## src/rtl/pipelined_adder.sv

```systemverilog
// Carry-chained, valid/ready pipelined adder/subtractor: STAGES slices of WIDTH/STAGES bits,
// skewed operands in and deskewed partial sums out, so every result leaves as one word.
module pipelined_adder #(
    parameter int WIDTH  = 32,
    parameter int STAGES = 4
) (
    input  logic             clk,
    input  logic             rst,
    input  logic             in_valid,
    output logic             in_ready,
    input  logic [WIDTH-1:0] data_A,
    input  logic [WIDTH-1:0] data_B,
    input  logic             carry_in,
    input  logic             sub,
    output logic             out_valid,
    input  logic             out_ready,
    output logic [WIDTH-1:0] sum,
    output logic             carry_out,
    output logic             overflow
);
    localparam int SW = WIDTH / STAGES;

    logic [STAGES-1:0] r_valid;
    logic [STAGES-1:0] r_carry;
    logic [WIDTH-1:0]  r_a [STAGES];
    logic [WIDTH-1:0]  r_b [STAGES];
    logic [WIDTH-1:0]  r_s [STAGES];
    logic              r_ov;

    logic [STAGES-1:0] w_load;
    logic [STAGES-1:0] w_upv;
    logic [STAGES-1:0] w_en;
    logic [STAGES-1:0] w_cin;
    logic [STAGES-1:0] w_cout;
    logic [WIDTH-1:0]  w_a    [STAGES];
    logic [WIDTH-1:0]  w_b    [STAGES];
    logic [WIDTH-1:0]  w_snew [STAGES];
    logic [SW:0]       w_slice[STAGES];
    logic              w_ov;

    // A stage can take new data when it is empty or the stage after it can take its data;
    // resolved from the output end backwards so bubbles collapse in one cycle.
    always_comb begin
        w_load = '0;
        w_upv  = '0;
        w_load[STAGES-1] = !r_valid[STAGES-1] || out_ready;
        for (int unsigned i = 1; i < STAGES; i++) begin
            w_load[STAGES-1-i] = !r_valid[STAGES-1-i] || w_load[STAGES-i];
        end
        w_upv[0] = in_valid;
        for (int unsigned i = 1; i < STAGES; i++) begin
            w_upv[i] = r_valid[i-1];
        end
        w_en = w_load & w_upv;
    end

    always_comb begin
        w_ov = 1'b0;
        for (int unsigned i = 0; i < STAGES; i++) begin
            w_a[i]     = '0;
            w_b[i]     = '0;
            w_snew[i]  = '0;
            w_cin[i]   = 1'b0;
            w_slice[i] = '0;
            w_cout[i]  = 1'b0;
        end
        w_a[0]   = data_A;
        w_b[0]   = sub ? ~data_B : data_B;
        w_cin[0] = carry_in ^ sub;
        for (int unsigned i = 1; i < STAGES; i++) begin
            w_a[i]    = r_a[i-1];
            w_b[i]    = r_b[i-1];
            w_cin[i]  = r_carry[i-1];
            w_snew[i] = r_s[i-1];
        end
        for (int unsigned i = 0; i < STAGES; i++) begin
            w_slice[i] = {1'b0, w_a[i][i*SW +: SW]} + {1'b0, w_b[i][i*SW +: SW]}
                       + {{SW{1'b0}}, w_cin[i]};
            w_snew[i][i*SW +: SW] = w_slice[i][SW-1:0];
            w_cout[i] = w_slice[i][SW];
        end
        // Carry into the MSB recovered from the MSB sum bit and its operand bits.
        w_ov = w_a[STAGES-1][WIDTH-1] ^ w_b[STAGES-1][WIDTH-1]
             ^ w_slice[STAGES-1][SW-1] ^ w_slice[STAGES-1][SW];
    end

    always_ff @(posedge clk) begin
        if (rst) begin
            r_valid <= '0;
            r_carry <= '0;
            r_ov    <= 1'b0;
            for (int unsigned i = 0; i < STAGES; i++) begin
                r_a[i] <= '0;
                r_b[i] <= '0;
                r_s[i] <= '0;
            end
        end else begin
            for (int unsigned i = 0; i < STAGES; i++) begin
                if (w_load[i]) begin
                    r_valid[i] <= w_upv[i];
                end
                if (w_en[i]) begin
                    r_a[i]     <= w_a[i];
                    r_b[i]     <= w_b[i];
                    r_s[i]     <= w_snew[i];
                    r_carry[i] <= w_cout[i];
                end
            end
            if (w_en[STAGES-1]) begin
                r_ov <= w_ov;
            end
        end
    end

    assign in_ready  = w_load[0];
    assign out_valid = r_valid[STAGES-1];
    assign sum       = r_s[STAGES-1];
    assign carry_out = r_carry[STAGES-1];
    assign overflow  = r_ov;

endmodule

```

## config.mk

```make
export PLATFORM = sky130hd
export DESIGN_NAME = pipelined_adder
export DESIGN_NICKNAME = d
export VERILOG_FILES = /design/src/rtl/pipelined_adder.sv
export SDC_FILE = /design/constraint.sdc
export NUM_CORES = 1
export LEC_CHECK = 0
export BUFFER_PORTS_ARGS = -buffer_cell sky130_fd_sc_hd__buf_2
export CORE_MARGIN = 2
export CORE_UTILIZATION = 40
export CTS_BUF_LIST = sky130_fd_sc_hd__clkbuf_8
export DETAILED_ROUTE_END_ITERATION = 8
export PLACE_DENSITY = 0.68
export SETUP_SLACK_MARGIN = 0.4
export SYNTH_ARGS = -nofsm -noshare
export SYNTH_HDL_FRONTEND = slang
export SYNTH_SLANG_ARGS = --single-unit
```

## constraint.sdc

```tcl
create_clock -name clk -period 2.2 [get_ports clk]
set_input_delay 0.11 -clock clk [delete_from_list [all_inputs] [get_ports clk]]
set_output_delay 0.11 -clock clk [all_outputs]
set_load 0.05 [all_outputs]
```

After elaboration in Yosys (flattened, before gate mapping)
Memory sizes are Yosys's and may differ from the RTL's.
Index checks and enable logic that the tools add are counted.

word-level totals
  output and inout bits = 36
  memory bits (writable) = 384
  bits in registers = 9
  logic and storage cells = 73
  memories kept = 3

cells by class
  bitwise gates (word level) = 18
  add/sub/neg operators = 8
  reduce and logical (&&, ||, !) cells = 8
  mux-type cells = 27

memory list
  memory  words  bits a word  read ports  clocked after memory_dff  wr ports  line  RTL
  r_a     4      32           3           0                         4         25    logic [WIDTH-1:0] r_a [STAGES];
  r_b     4      32           3           0                         4         26    logic [WIDTH-1:0] r_b [STAGES];
  r_s     4      32           4           0                         4         27    logic [WIDTH-1:0] r_s [STAGES];

operator list
  operator            number
  $mux W32            13
  $add A8 B8 Y9       4
  $add A9 B1 Y9       4
  $not A32 Y32        1
  $mux W1             14
  $or A1 B1 Y1        12
  $and A4 B4 Y4       1
  $logic_not A1 Y1    4
  $logic_or A1 B1 Y1  4
  $xor A1 B1 Y1       4

Logic depth before layout (Yosys ltp)
  depth after elaboration = 10
  gate-level depth with buffers = 12

Worst setup path before layout
OpenSTA, ideal clock, no wires.

  path kind = reg-to-reg
  start = register r_valid[3]
  end = memory r_a[0][10] (enable)
  data required time = 1558 ps
  buffers on the path = 0
  arrival = 2422 ps
  stages on the path, launching flop included = 5
  clock period less this slack = 3064 ps
  path slack = -864 ps
  path through = dfxtp_1 and3b_1 nand3_2 nand2_1 nand2b_1

RTL lines
  element                           line  RTL
  start: declaration                23    logic [STAGES-1:0] r_valid;
  start signal: indexed assignment  100   r_valid[i] <= w_upv[i];
  end: declaration                  25

==> results by stage <==
Pwr:
- The leakage component of the power is 0.00420 µW.
- Power spread over the standard cell area amounts to 689 nW/µm².
- The worst-case IR drop observed on VDD is 352 µV.
- After layout, the design draws a total of 7150 µW.

Routing:
- The detail route stage leaves a number of antenna-violating nets equal to 0.
- The overall via count from detail_route is 4638.
- The total wire length after detailed routing is 13600 µm.
- Dividing the detail-routed via count by the number of cells gives 4.40.
- In the final routed layout, each cell accounts on average for 12.9 µm.
- The initial DRC count is 212.
- The residual DRC count is 0.
- The first-pass iteration count of the detailed router is 4.

Synthesis:
- Ranked by total cell area, the synthesized netlist is headed by sky130_fd_sc_hd__edfxtp_1 64%, sky130_fd_sc_hd__and2_1 9.6%, sky130_fd_sc_hd__ha_1 4.3%.
- The synthesized netlist occupies a cell area of 8210 µm².
- The share of the synthesized area in the top cell type is 64.4%.
- Among all flip-flop cells after synthesis, the most frequent one is sky130_fd_sc_hd__edfxtp_1.
- Summing the sequential cell areas from Yosys gives 66.6% of the chip area.
- The number of standard cells after synthesis is 600.
- The synthesized design contains 185 register bits.
- The biggest area consumer among synthesized cells is sky130_fd_sc_hd__edfxtp_1.
- The average instance in the mapped netlist occupies 13.7 µm².
- The count of flip-flops with a built-in enable after synthesis is 176.
- The number of warnings issued by yosys is 0.
- The number of unique standard cell types used by synthesis is 44.
- The fraction of synthesis flops using an asynchronous set or reset pin is 0%.
- Counting every net in the synthesized netlist gives 706.

Critical path:
- The kind of cell adding the most delay to the critical path is compound AO/OA/AOI/OAI gates.
- In this run the worst path has a maximum fanout of 3.
- The critical setup path kind is flip-flop to flip-flop.
- The launch instance of the worst register-to-register path is r_a[0][88]$_SDFFCE_PN0P_.
- The element type at the critical path end is a flip-flop.
- For the worst setup path, the data required time is 2540 ps.
- Counting stages on the worst path, the most repeated cell is sky130_fd_sc_hd__fa_2.
- The critical path goes through fa_2 -> inv_2 -> fa_2 -> nor2b_4 -> o31a_1 -> a311o_1 -> a21oi_2 -> xnor2_1 -> o21ai_1.
- The endpoint arrival time on the critical path is 2490 ps.
- The timing startpoint of the critical path is r_a[0][88]$_SDFFCE_PN0P_.
- The delay of the slowest critical-path stage is 410 ps.
- Together, buffers and inverters on the worst path number 1.
- The element type at the critical path start is a flip-flop.
- The register-to-register setup slack is 60 ps.
- The slowest cell on the critical path is sky130_fd_sc_hd__edfxtp_1.

Clock network:
- The number of H-tree levels is 4.
- The clock buffer count from CTS is 17.
- After clock tree synthesis, the clock-pin slew on the worst setup and hold paths is 90 ps.
- The source-to-sink clock delay at the later pin of the worst-skew pair is 460 ps.
- The CTS sink count is 185.
- In this run the clock root is driven by a sky130_fd_sc_hd__clkbuf_8.
- The number of buffers on the longest clock path is 2.
- The TritonCTS clock tree is built.

STA:
- The max-slew violation total from the final report is 0.
- Setup repair after global routing could not meet its margin everywhere.
- The number of setup violations in the final report is 0.
- The worst pin sits at a relative slew slack of 32.6%.
- The shortest period the worst path allows is 2140 ps.
- The pin slew with the least headroom to its limit is 1010 ps.
- Static timing analysis puts the maximum clock frequency at 466 MHz.
- The final worst slack is 55.4 ps.
- After layout, the worst path uses 97.5% of the clock period.
- The number of hold-slack violations in the final timing report came to 0.
- Across the routed clock network, the largest skew measured is 20.6 ps.

Placed design:
- The count of input and output buffers is 105.
- The final weighted congestion of routability-driven global placement is 0.847.
- The worst setup timing slack at the placement stage is 53.8 ps.
- After legalization and detailed placement, the total HPWL measured 9840 µm.

Floorplanning:
- The number of rows in the core area is 52.
- The region available for standard cell placement spans 20200 µm².
- The total die area is 21700 µm².
- The floorplan step set the die height to 147 µm.
- In this run the horizontal extent of the chip is 147 µm.
- The initial utilization of the core area, before any placement, comes to 40.7%.
- The boundary pin count is 106.

GRT:
- The number of antenna violations at the first check in global routing was 0.
- The first-pass GRT wire length is 22200 µm.
- The maximum number of pins on one net before global-route repair is 44.
- Across every metal layer, demand over resource in global routing totals 12.8%.
- Summed over all layers, the global routing overflow is 0.
- The number of global-route vias before repair is 4690.

Hold path:
- In this run the worst hold path is classified as input port to flip-flop.
- The startpoint identified for the worst hold timing path is data_B[10].

Finish:
- From synthesis to final layout, the design area changed by 26.4%.
- The fraction of layout cells with a size suffix above 1 is 31.9%.
- At the end of the flow the core is filled with cells to 51.4%.
- 0 antenna diodes ended up in the layout.
- In the layout the commonest cells are 176 x sky130_fd_sc_hd__edfxtp_1, 105 x sky130_fd_sc_hd__buf_2, 90 x sky130_fd_sc_hd__and2_1.
- The most common library cell in the layout ignoring fill and taps is sky130_fd_sc_hd__edfxtp_1.
- The net count of the finished layout is 876.

Outcome:
- The flow ran to the end, and the final reports show no timing, DRC or antenna violations.

Run:
- Max-cap violations in this run came to 0.
## tightest hold or removal path: cells and delay by family
kind | cells | cell delay (ps)
AND/OR/NAND/NOR | 1 | 100
XOR/XNOR | 1 | 60
buffers and inverters | 1 | 90
## state kept, by name, indices dropped and copies added (netlist names)
register,cells
r_s,80
r_a,48
r_b,48
r_carry,4
r_valid,4
overflow,1
## kinds of logic (layout without fill, tap and decap cells)
group                      after synthesis  count (layout)  share of synthesized area, %
buffers and inverters                   36             219                          1.80
and+or+nand+nor                        236             236                          15.7
adders and majority gates               36              36                          6.22
AOI/OAI and AO/OA                       56              56                          4.28
DFF                                    185             185                          66.6
xor gates and xnor gates                51              51                          5.44
## stage by stage
step | std cells | setup TNS (ps) | hold WS [ps] | area (µm²)
global route | 1053 | -152 | 19.8 | 10400
floorplan | 600 | 0 | 239 | 8370
finish | 1053 | 0 | 28.1 | 10400
global placement | 961 | 0 | 389 | 9220
detailed placement | 961 | 0 | 393 | 9220
CTS | 1049 | 0 | 5.93 | 10200
## power breakdown
part | switching, µW | internal (µW) | leakage, µW | total, µW
clock network | 1240 | 822 | 0.000181 | 2060
logic | 528 | 416 | 0.00206 | 943
registers | 70.2 | 4070 | 0.00197 | 4140
total | 1840 | 5310 | 0.00420 | 7150
## repair_timing
item,4_1_cts,5_1_grt
hold buffers,47,0
cloned,0,0
gates resized for setup,14,56
pin swaps,29,57
buffers inserted,9,4
endpoints found under the hold margin,47,0
setup endpoints to repair,126,175
## routing by layer
metal	up-vias	wire length (µm)	track usage (%)
met5	-	0	0
met4	0	216	4.66
met3	18	531	3.07
met2	97	6360	20.3
met1	2104	6480	17.4
li1	2419	-	-
## area by class of cell
type | count | area, µm²
repair buffers | 175 | 1230
flip-flops and latches | 185 | 5470
fillers | 1731 | 9790
multi-input cells | 379 | 2920
clock inverters | 15 | 130
clock buffers | 17 | 234
inverters | 12 | 52.6
well taps | 270 | 338
## worst paths after layout
path | end | depth (start not counted)
worst max register to register | overflow$_SDFFE_PP0P_ | 9
worst max-delay path | overflow$_SDFFE_PP0P_ | 9
worst min-delay path | r_b[0][10]$_SDFFCE_PN0P_ | 3
worst min register to register | r_carry[3]$_SDFFE_PP0P_ | 2
## synthesized netlist by cell type, drive strengths merged, types with 2 or more instances
cell type,number
buf,7
fa,8
nand3,3
nor3b,2
o21ai,13
nor2b,6
and2,126
clkbuf,17
inv,12
nor2,69
xnor2,32
dfxtp,9
a21oi,20
nand2b,7
nand2,10
nor3,6
ha,28
a21o,7
o21a,2
or2,4
xor2,19
edfxtp,176
a211oi,4
Power figures use the tool's default switching activity.
